File: src/rtl/mux_arb_pkg.sv
// Shared types and constants for the four-lane round-robin / fixed-priority
// output arbiter.
package mux_arb_pkg;

   localparam int N_LANES = 4;
   localparam int DATA_W  = 8;

   typedef logic [1:0] lane_idx_t;

   // IDLE: output register empty; SEND: word presented, downstream was
   // ready; HOLD: word presented and stalled by downstream.
   typedef enum logic [1:0] {
      ST_IDLE = 2'd0,
      ST_SEND = 2'd1,
      ST_HOLD = 2'd2
   } arb_state_e;

endpackage

File: src/rtl/rr_picker.sv
// Combinational lane selector. In round-robin mode the search starts at the
// lane after ptr and wraps; in fixed mode the lowest-numbered valid lane wins.
module rr_picker
   import mux_arb_pkg::*;
(
   input  logic [N_LANES-1:0] valid,
   input  lane_idx_t          ptr,
   input  logic               modo,
   output lane_idx_t          idx,
   output logic               any_valid
);

   lane_idx_t cand_s;

   // Priority search; later loop iterations overwrite earlier ones, so the
   // loop runs from lowest to highest priority.
   always_comb begin
      idx    = 2'd0;
      cand_s = 2'd0;
      if (modo) begin
         for (int i = N_LANES - 1; i >= 0; i--) begin
            if (valid[i]) begin
               idx = lane_idx_t'(i);
            end else begin
               idx = idx;
            end
         end
      end else begin
         // k = N_LANES wraps back to ptr itself (lowest priority),
         // k = 1 is the lane right after ptr (highest priority).
         for (int k = N_LANES; k >= 1; k--) begin
            cand_s = ptr + lane_idx_t'(k);
            if (valid[cand_s]) begin
               idx = cand_s;
            end else begin
               idx = idx;
            end
         end
      end
   end

   assign any_valid = |valid;

endmodule

File: src/rtl/mux_arbiter_rr.sv
// Four-lane to one output arbiter with a single registered output stage.
// modo=0: round-robin with up to BURST consecutive words per lane.
// modo=1: fixed priority, lane 0 highest.
module mux_arbiter_rr
   import mux_arb_pkg::*;
#(
   parameter int BURST = 1
)
(
   input  logic              clk_4f,
   input  logic              reset,
   input  logic              validEntrada0,
   input  logic              validEntrada1,
   input  logic              validEntrada2,
   input  logic              validEntrada3,
   input  logic [DATA_W-1:0] Entrada0,
   input  logic [DATA_W-1:0] Entrada1,
   input  logic [DATA_W-1:0] Entrada2,
   input  logic [DATA_W-1:0] Entrada3,
   output logic              readyEntrada0,
   output logic              readyEntrada1,
   output logic              readyEntrada2,
   output logic              readyEntrada3,
   input  logic              modo,
   input  logic              readySalida,
   output logic [DATA_W-1:0] Salida,
   output logic              validSalida,
   output logic [1:0]        grant_id
);

   localparam logic [3:0] BURST_C = 4'(BURST);

   arb_state_e          state_r;
   arb_state_e          state_nxt_s;
   logic [DATA_W-1:0]   salida_r;
   lane_idx_t           grant_r;
   lane_idx_t           ptr_r;
   logic [3:0]          burst_cnt_r;

   logic [N_LANES-1:0]  valid_s;
   logic [N_LANES-1:0]  ready_s;
   lane_idx_t           pick_idx_s;
   logic                pick_any_s;
   logic                keep_s;
   lane_idx_t           sel_idx_s;
   logic                load_en_s;
   logic                xfer_s;
   logic [DATA_W-1:0]   sel_data_s;

   assign valid_s = {validEntrada3, validEntrada2, validEntrada1, validEntrada0};

   rr_picker u_rr_picker (
      .valid     (valid_s),
      .ptr       (ptr_r),
      .modo      (modo),
      .idx       (pick_idx_s),
      .any_valid (pick_any_s)
   );

   // Stay on the current lane while its burst allowance lasts; burst_cnt
   // of zero means no lane owns the output yet (after reset).
   always_comb begin
      if (!modo && (burst_cnt_r != 4'd0) && (burst_cnt_r < BURST_C) && valid_s[ptr_r]) begin
         keep_s = 1'b1;
      end else begin
         keep_s = 1'b0;
      end
   end

   assign sel_idx_s = keep_s ? ptr_r : pick_idx_s;
   assign load_en_s = (state_r == ST_IDLE) || readySalida;
   assign xfer_s    = load_en_s && pick_any_s && !reset;

   // Data of the selected lane.
   always_comb begin
      case (sel_idx_s)
         2'd0:    sel_data_s = Entrada0;
         2'd1:    sel_data_s = Entrada1;
         2'd2:    sel_data_s = Entrada2;
         2'd3:    sel_data_s = Entrada3;
         default: sel_data_s = {DATA_W{1'b0}};
      endcase
   end

   // FSM state register.
   always_ff @(posedge clk_4f or posedge reset) begin
      if (reset) begin
         state_r <= ST_IDLE;
      end else begin
         state_r <= state_nxt_s;
      end
   end

   // FSM next state: a stalled word holds, otherwise the stage refills or empties.
   always_comb begin
      state_nxt_s = state_r;
      case (state_r)
         ST_IDLE: begin
            if (xfer_s) begin
               state_nxt_s = ST_SEND;
            end else begin
               state_nxt_s = ST_IDLE;
            end
         end
         ST_SEND, ST_HOLD: begin
            if (!readySalida) begin
               state_nxt_s = ST_HOLD;
            end else if (xfer_s) begin
               state_nxt_s = ST_SEND;
            end else begin
               state_nxt_s = ST_IDLE;
            end
         end
         default: state_nxt_s = ST_IDLE;
      endcase
   end

   // FSM outputs: one-hot ready towards the selected lane only on a transfer.
   always_comb begin
      ready_s = 4'b0000;
      if (xfer_s) begin
         ready_s[sel_idx_s] = 1'b1;
      end else begin
         ready_s = 4'b0000;
      end
   end

   // Output register, round-robin pointer and burst counter.
   always_ff @(posedge clk_4f or posedge reset) begin
      if (reset) begin
         salida_r    <= 8'h00;
         grant_r     <= 2'd0;
         ptr_r       <= 2'd3;
         burst_cnt_r <= 4'd0;
      end else if (xfer_s) begin
         salida_r <= sel_data_s;
         grant_r  <= sel_idx_s;
         ptr_r    <= sel_idx_s;
         if (sel_idx_s == ptr_r) begin
            // Saturate so a long fixed-priority run cannot wrap to zero.
            if (burst_cnt_r != 4'hF) begin
               burst_cnt_r <= burst_cnt_r + 4'd1;
            end else begin
               burst_cnt_r <= burst_cnt_r;
            end
         end else begin
            burst_cnt_r <= 4'd1;
         end
      end else begin
         salida_r    <= salida_r;
         grant_r     <= grant_r;
         ptr_r       <= ptr_r;
         burst_cnt_r <= burst_cnt_r;
      end
   end

   assign Salida        = salida_r;
   assign grant_id      = grant_r;
   assign validSalida   = (state_r != ST_IDLE);
   assign readyEntrada0 = ready_s[0];
   assign readyEntrada1 = ready_s[1];
   assign readyEntrada2 = ready_s[2];
   assign readyEntrada3 = ready_s[3];

endmodule

File: config.mk
export PLATFORM = sky130hd
export DESIGN_NAME = mux_arbiter_rr
export DESIGN_NICKNAME = d
export VERILOG_FILES = /design/src/rtl/mux_arb_pkg.sv /design/src/rtl/rr_picker.sv /design/src/rtl/mux_arbiter_rr.sv
export SDC_FILE = /design/constraint.sdc
export NUM_CORES = 1
export LEC_CHECK = 0
export ABC_AREA = 1
export BUFFER_PORTS_ARGS = -buffer_cell sky130_fd_sc_hd__buf_4
export CAP_MARGIN = 0
export CORE_MARGIN = 2
export CORE_UTILIZATION = 39
export CTS_CLUSTER_SIZE = 8
export DETAILED_ROUTE_END_ITERATION = 7
export PLACE_DENSITY_LB_ADDON = 0.15
export REMOVE_ABC_BUFFERS = 1
export SETUP_SLACK_MARGIN = 0.5
export SYNTH_ARGS = -nofsm -noshare
export SYNTH_HDL_FRONTEND = slang
export SYNTH_SLANG_ARGS = --single-unit
File: constraint.sdc
create_clock -name clk_4f -period 1.7 [get_ports clk_4f]
set_input_delay 0.255 -clock clk_4f [delete_from_list [all_inputs] [get_ports clk_4f]]
set_output_delay 0.255 -clock clk_4f [all_outputs]
set_load 0.005 [all_outputs]
==> results.yml, run 1 <==
synth:
  ys_top_cells_by_area: "dfrtp_1 (27%), nand2_1 (20%), nand3_1 (12%), inv_1 (6.9%), o21ai_0 (5.8%)"
  synth_cells: 228
  synth_top_area_share_pct: 27.4
  synth_seq_cells: 18
  synth-seq-area-share_pct: 31.0
  synth_area_um2: 1460
  avgSynthCellArea_um2: 6.41
  yosysTopAreaCell: "dfrtp_1"
  yosysWarnings: 0
  ys_types: 26
timing:
  hold_violations: 0
  setup_viol: 20
  max_freq_mhz: 407
  period_minus_slack_ps: 2460
  fin_skew_ps: 5.54
  slew_viol_final: 0
  slew-limit-headroom_pct: 64.0
  rsz0062_at_grt: "true"
  finalSetupTns_ps: -12630
  fin_crit_sh_pct: 145
  setup_ws_ps: -758
  worst_pin_slew_ps: 535
final_layout:
  fin_util_pct: 75.8
  final_cell_mix: "buf_4 (94), nand2_1 (56), nand3_1 (25)"
  areaGrowthSynthToFinish_pct: 88.4
  final_common_cell: "buf_4"
  nets: 385
  antenna_cells: 0
  drive_above_1_share_pct: 53.4
power_and_ir_drop:
  p_per_area_nw_per_um2: 1880
  swShare_pct: 45.5
  clkPwrFrac_pct: 6.5
  power.share.sequential_pct: 15.1
  internal-power_uw: 2810
  ir_worst_vdd_v: 0.000942
  p_comb_share_pct: 78.4
  p_switching_uw: 2350
  p_leak_uw: 0.00149
global_route:
  top_usage_layer: "met2"
  globalRouteMet1Util_pct: 23.8
  antenna_found_initial: 0
  grt_max_degree: 19
  grt_use_met2_pct: 40.6
  grt_use_total_pct: 21.8
  grt_pass1_vias: 1744
  grt.met3_usage_pct: 5.48
  overflow: 0
  grt_pass1_wl_um: 7350
route:
  drtPass1Iterations: 4
  viasPerCell: 5.10
  drcViolationCount: 0
  post_drt_wl_per_cell_um: 14.2
  ant_nets: 0
  wirelength_um: 5490
  dr.first_iter.drc_count: 148
  via_count: 1974
worst_setup_path:
  worst-path-buf-inv: 4
  cp_data_required_time_ps: 1440
  cp_cell_sequence: "clkinv_4 -> nand2_4 -> nand2_4 -> nand2_1 -> nand2_2 -> inv_2 -> nand2_1 -> nand2_1 -> nand3_2 -> nand2_4 -> nand2_8 -> buf_6 -> nor2_4 -> buf_6"
  crit_arrival_ps: 2200
  crit_family: "simple AND/OR/NAND/NOR gates"
  r2r_setup_slack_ps: -700
  critPathLaunchType: "register"
  path_max_fanout: 7
  end_kind: "output pin"
  slowest_delay_ps: 610
  critPathKind: "reg -> out"
  slowest_stage: "dfstp_2"
cts:
  clkTransAtPathRegs_ps: 70
  cts_sinks: 18
  h-tree-depth: 1
  clock_latency_ps: 250
  ctsLongestPathBuffers: 2
  cts_tree: "built"
  cts_made_buffers: 3
  cts-root-buf: "clkbuf_8"
die:
  core_um2: 3630
  start_util_pct: 40.2
  die_area_um2: 4250
  rows: 22
  die_w_um: 65.2
  ios: 55
  die_h_um: 65.2
outcome:
  violations: "negative setup slack"
  status: "finished with violations"
placed_design:
  io_buffers: 54
  dp_slack_ps: -376
  hpwl_um: 3330
  gp_congestion: 0.951
job:
  drv_cap: 0
worst_hold_path:
  hold_path.class: "in -> async"
==> through the flow <==
stage / hold slack, ps / cell area (µm²) / total power (µW) / instances
after detailed placement: 296 / 2150 / 3340 / 356
final: 20.5 / 2750 / 5160 / 387
after global placement: 297 / 2150 / 3320 / 356
after CTS: 23.3 / 2480 / 4390 / 374
after floorplan: 192 / 1420 / 2150 / 222
after global routing: 32.1 / 2750 / 5530 / 387
==> flip-flops by register name, summed over array words and instances, names as in the netlist <==
name	count
Salida	8
burst_cnt_r	4
grant_id	2
ptr_r	2
state_r	2
==> worst reg2reg max path, delay by kind of cell (launching register included) <==
family                 cells  cell delay [ps]
flip-flops                 1              610
buffers and inverters      8              820
AO/OA/AOI/OAI              1               50
AND/OR/NAND/NOR           10              840
==> final timing paths <==
check,startpoint,end,depth (start not counted)
min reg2reg,Salida[6],Salida[6],2
min,reset,burst_cnt_r[3],3
max,ptr_r[0],readyEntrada3,14
max reg2reg,ptr_r[0],ptr_r[0],19
max in group asynchronous,reset,ptr_r[1],3
min in group clk_4f,readySalida,state_r[1],2
==> repair_timing <==
| item | CTS | global route |
|---|---|---|
| gates cloned | 0 | 0 |
| setup buffers | 14 | 13 |
| resized for setup | 53 | 44 |
| pin swaps | 20 | 33 |
| setup endpoints to repair | 22 | 22 |
| hold buffers | 0 | 0 |
==> Yosys cell counts, drive strengths merged <==
library cell	number
nand4	6
inv	30
nand2	83
ha	5
nor3	2
a21oi	4
dfrtp	16
buf	4
clkbuf	2
nand3	35
a31oi	1
nor2	15
dfstp	2
a211oi	1
xor2	1
o21ai	21
==> cells by family (layout without fill, tap and decap cells) <==
family	Yosys count	in the layout	share of synthesized area [%]
simple gates	141	141	43.5
buf+inv	36	147	10.6
compound gates	27	27	10.0
flops	18	18	31.0
fa+ha+maj	5	5	4.28
xor+xnor	1	1	0.599
==> routing by layer <==
metal / share of wire, % / vias to the layer above
met1: 38 / 905
met4: 3.9 / 0
met5: 0 / -
met3: 5.5 / 21
li1: - / 959
met2: 52 / 89
==> layout make-up <==
cell class                 count  area [µm²]
multi-input combinational    174        1120
timing repair buffer         113         937
fill                         271         881
sequential                    18         453
inverter                      30         125
tap                           48        60.1
clock buffer                   4        55.1
==> power groups by stage <==
stage | Combinational, µW | Clock, µW | Sequential, µW
after floorplan | 1360 | 0 | 782
after global placement | 2550 | 0 | 768
after detailed placement | 2570 | 0 | 770
after CTS | 3270 | 349 | 774
after global routing | 4360 | 367 | 799
final | 4040 | 338 | 779
Note: power is estimated with default switching activity, not from simulation.
==> inputs of run 2 (changes only) <==
Settings changed: CTS_BUF_LIST set to sky130_fd_sc_hd__clkbuf_8, SETUP_SLACK_MARGIN 0.5 to not set.
==> run 2 against run 1 <==
  * The flow still finishes with violations (negative setup slack)
  * Sequential power about the same
  * Register-to-register slack better by 30 ps
  * Fmax is 1.4% lower
  * Clock power about the same
  * Via count is 6.2% lower
  * Critical path type unchanged
  * Critical endpoint is now readyEntrada1
  * Largest cell class unchanged
  * Highest routed layer unchanged
==> results.yml, run 2 (synthesized netlist as in run 1, its figures left out) <==
timing:
  rsz0062_at_grt: "true"
  fin_skew_ps: 4.25
  hold_violations: 0
  hold_ws_ps: 18.7
  setup_viol: 20
  max_freq_mhz: 401
  period_minus_slack_ps: 2490
  fin_crit_sh_pct: 147
  slew-limit-headroom_pct: 70.8
  slew_viol_final: 0
  setup_ws_ps: -792
  worst_pin_slew_ps: 433
worst_setup_path:
  path_max_fanout: 7
  crit_start: "ptr_r[0]"
  crit_arrival_ps: 2240
  slowest_stage: "dfstp_2"
  cp_cell_sequence: "clkinv_4 -> nand2_2 -> nand2_2 -> nand2_4 -> buf_4 -> nand2_1 -> nand3_1 -> nand2_1 -> nand2_1 -> nand2_2 -> nand2_4 -> inv_2 -> buf_6 -> nor2_4 -> buf_6"
  critPathLaunchType: "register"
  critPathKind: "reg -> out"
  end_kind: "output pin"
  cp_data_required_time_ps: 1440
  crit_family: "simple AND/OR/NAND/NOR gates"
  r2r-start: "ptr_r[0]"
  slowest_delay_ps: 620
  worst-path-buf-inv: 5
route:
  drtPass1Iterations: 4
  ant_nets: 0
  wirelength_um: 5070
  via_count: 1851
  dr.first_iter.drc_count: 63
  viasPerCell: 4.87
  post_drt_wl_per_cell_um: 13.3
  drcViolationCount: 0
global_route:
  antenna_found_initial: 0
  grt_use_total_pct: 21.9
  grt_pass1_wl_um: 7390
  overflow: 0
  grt_max_degree: 19
  grt_pass1_vias: 1762
final_layout:
  design_area_um2: 2650
  areaGrowthSynthToFinish_pct: 81.4
  nets: 378
  final_cell_mix: "buf_4 (92), nand2_1 (58), nand3_1 (26)"
  largest_register_ffs: 8
  final_common_cell: "buf_4"
  drive_above_1_share_pct: 49.7
  antenna_cells: 0
power_and_ir_drop:
  p_leak_uw: 0.00145
  internal-power_uw: 2660
  ir_worst_vdd_v: 0.000935
  finalPower_uw: 4860
  clkPwrFrac_pct: 6.9
  power.share.sequential_pct: 16.1
  p_comb_share_pct: 77.0
  p_per_area_nw_per_um2: 1830
  p_switching_uw: 2210
  swShare_pct: 45.4
die:
  die_area_um2: 4250
  core_um2: 3630
  start_util_pct: 40.2
  rows: 22
  die_w_um: 65.2
  die_h_um: 65.2
  ios: 55
cts:
  h-tree-depth: 1
  ctsLongestPathBuffers: 2
  cts-root-buf: "clkbuf_8"
  cts_made_buffers: 3
  clock_latency_ps: 250
  clkTransAtPathRegs_ps: 70
  cts_tree: "built"
  cts_sinks: 18
  postCtsHoldBufs: 0
worst_hold_path:
  hold_path.class: "in -> async"
placed_design:
  placed_cell_area_um2: 2150
  hpwl_um: 3330
  io_buffers: 54
  gp_congestion: 0.951
outcome:
  status: "finished with violations"
  violations: "negative setup slack"
job:
  drv_cap: 0
==> run 2: changes by cell type in the layout (fill, tap and decap cells not counted), moves of 2 or more <==
cell,previous run,this run
nand2_2,13,11
nand2_1,56,58
buf_6,17,12
buf_4,94,92
==> run 2: final timing paths <==
check / to / slack, ps / depth (start not counted)
setup / recovery: readyEntrada1 / -790 / 15
hold / removal: burst_cnt_r[3] / 20 / 3
setup reg to reg: Salida[3] / -670 / 18
hold reg to reg: Salida[6] / 490 / 2
max in group asynchronous: ptr_r[1] / 1430 / 3
min in group clk_4f: state_r[1] / 180 / 2
==> run 2: routing by layer <==
| metal | part of all wire, % | track usage, % | wire, µm |
|---|---|---|---|
| met4 | 3.0 | 7.81 | 154 |
| met2 | 54 | 40.6 | 2740 |
| met1 | 38 | 23.8 | 1940 |
| met5 | 0 | 0 | 0 |
| met3 | 4.6 | 5.65 | 232 |
==> run 2: tightest hold or removal path: stages <==
cell	delay, ps
buf_4	110
inv_1	40
buf_4	230
==> run 2: repair_timing <==
item,4_1_cts,5_1_grt
endpoints found under the setup margin,20,20
gates resized for setup,51,31
setup buffers,16,8
pin swaps,20,21
==> run 2: per-stage QoR <==
| stage | utilization (%) | std cells | setup slack (ps) | TNS [ps] |
|---|---|---|---|---|
| after floorplan | - | 222 | -323 | -3050 |
| after global placement | 59.2 | 356 | -346 | -4950 |
| after detailed placement | 59.2 | 356 | -376 | -5580 |
| after CTS | 67.8 | 372 | -578 | -8090 |
| after global routing | 73.0 | 380 | -877 | -14670 |
| final | 73.0 | 380 | -792 | -12590 |
==> run 2: power by group through the flow <==
| stage | clock (µW) | combinational [µW] | sequential [µW] |
|---|---|---|---|
| 6_report | 337 | 3740 | 782 |
| 5_1_grt | 364 | 4070 | 802 |
| 4_1_cts | 349 | 3230 | 775 |
| 3_5_place_dp | 0 | 2570 | 770 |
| 3_3_place_gp | 0 | 2550 | 768 |
| 2_1_floorplan | 0 | 1360 | 782 |
==> run 2: layout make-up <==
type | count | area (µm²)
inverter | 30 | 123
timing repair buffer | 106 | 866
tap | 48 | 60.1
clock buffer | 4 | 55.1
multi-input combinational | 174 | 1090
sequential | 18 | 453
fill | 289 | 982
==> inputs of run 3 (changes only) <==
Clock period 1.7 ns to 2.2 ns, I/O delays scaled along.
==> run 3 against run 2 <==
  * The run still ends with negative setup slack left
  * Flip-flop and latch count unchanged
  * Critical path depth down 1
  * Core utilization down 9.6 points
  * Critical path type unchanged
  * Largest power group unchanged
  * Global-route usage down 1.7 points
  * Clock skew down 2.8 ps
  * Sequential share of layout area up 2.6 points
  * Non-clock buffer count down 27
  * Largest cell class unchanged
==> results.yml, run 3 (synthesized netlist as in run 1, its figures left out) <==
power_and_ir_drop:
  p_per_area_nw_per_um2: 1380
  p_leak_uw: 0.00127
  ir_worst_vdd_v: 0.000544
cts:
  clock_latency_ps: 250
  h-tree-depth: 1
  cts-root-buf: "clkbuf_8"
  cts_made_buffers: 3
  clkTransAtPathRegs_ps: 70
  ctsLongestPathBuffers: 2
  cts_tree: "built"
  cts_sinks: 18
global_route:
  antenna_found_initial: 0
  overflow: 0
  grt_pass1_wl_um: 6690
  grt_use_total_pct: 20.2
  grt_max_degree: 19
  grt_pass1_vias: 1573
final_layout:
  largest_register_ffs: 8
  drive_above_1_share_pct: 41.3
  fillers: 355
  design_area_um2: 2300
  final_common_cell: "buf_4"
  antenna_cells: 0
  areaGrowthSynthToFinish_pct: 57.5
  fin_util_pct: 63.4
  final_cell_mix: "buf_4 (71), nand2_1 (62), nand3_1 (27)"
  nets: 351
timing:
  hold_ws_ps: 173
  fin_crit_sh_pct: 110
  rsz0062_at_grt: "true"
  worst_pin_slew_ps: 655
  hold_violations: 0
  setup_ws_ps: -220
  period_minus_slack_ps: 2420
  fin_skew_ps: 1.50
  slew-limit-headroom_pct: 56.3
  setup_viol: 8
  max_freq_mhz: 413
  slew_viol_final: 0
die:
  die_area_um2: 4250
  die_w_um: 65.2
  rows: 22
  core_um2: 3630
  ios: 55
  die_h_um: 65.2
  start_util_pct: 40.2
worst_setup_path:
  r2r_setup_slack_ps: -30
  cp_data_required_time_ps: 1870
  critPathKind: "reg -> out"
  crit_arrival_ps: 2090
  crit_start: "ptr_r[0]"
  critPathLaunchType: "register"
  end_kind: "output pin"
  r2r-start: "ptr_r[0]"
  path_max_fanout: 8
placed_design:
  placed_cell_area_um2: 2010
  dp_slack_ps: 14.7
  hpwl_um: 3120
  gp_congestion: 0.901
  io_buffers: 54
worst_hold_path:
  hold_path.class: "in -> async"
route:
  ant_nets: 0
  dr.first_iter.drc_count: 100
  post_drt_wl_per_cell_um: 12.2
  via_count: 1717
  drtPass1Iterations: 4
  drcViolationCount: 0
  wirelength_um: 4300
  viasPerCell: 4.86
job:
  drv_cap: 0
outcome:
  violations: "negative setup slack"
  status: "finished with violations"
## run 3: cell count changes in the layout (fill, tap and decap cells not counted), moves of 4 or more
cell     delta
buf_4      -21
buf_6       -8
nand2_1     +4
nand2_2     +6
nand2_4     -9
nor2_1      +4
nor2_4      -4
## run 3: repair_timing
item	in CTS	in global routing
setup buffers	8	5
cloned	0	0
hold buffers	0	0
endpoints found under the hold margin	0	0
endpoints found under the setup margin	4	15
pin swaps	1	12
resized for setup	8	33
## run 3: layout make-up
type                            instances  area (µm²)  share of cell area, %
Tap cell                               48        60.1                   2.61
Timing Repair Buffer                   79         653                   28.4
Multi-Input combinational cell        174         963                   41.8
Inverter                               30         118                   5.11
Clock buffer                            4        55.1                   2.39
Sequential cell                        18         453                   19.7
## run 3: path summary, 6_finish.rpt
kind	cells past startpoint	end
worst max register to register	18	burst_cnt_r[3]
worst min-delay path	2	burst_cnt_r[2]
min in group clk_4f	2	state_r[1]
worst min register to register	2	Salida[0]
worst max-delay path	14	readyEntrada3
max in group asynchronous	2	state_r[1]
## run 3: worst max-delay path, cell delays in order (launching register included)
cell and delay [ps]:
dfstp_2 640, inv_4 90, nand2_2 70, nand2_2 70, nand2_1 80, nand2_2 60, inv_2 60, nand2_1 50
nand2_1 70, nand3_2 110, nand2_4 110, nand2_8 80, buf_12 140, nor2_2 90, buf_4 110
## run 3: through the flow
stage	instances	total power (µW)	setup TNS [ps]
finish	353	3170	-900
global route	353	3460	-2610
CTS	349	2890	-759
detailed placement	337	2430	0
global placement	337	2420	0
floorplan	222	1660	0
## run 3: routing by layer
layer | vias up | routed length, µm | GRT usage [%]
met5 | - | 0 | 0
met3 | 6 | 184 | 3.94
met2 | 47 | 2190 | 36.5
met4 | 0 | 46 | 4.43
li1 | 893 | - | -
met1 | 771 | 1880 | 24.8
## run 3: power breakdown
part           switching [µW]  internal, µW
clock                     111           159
sequential                132           492
combinational            1200          1070
total                    1440          1720
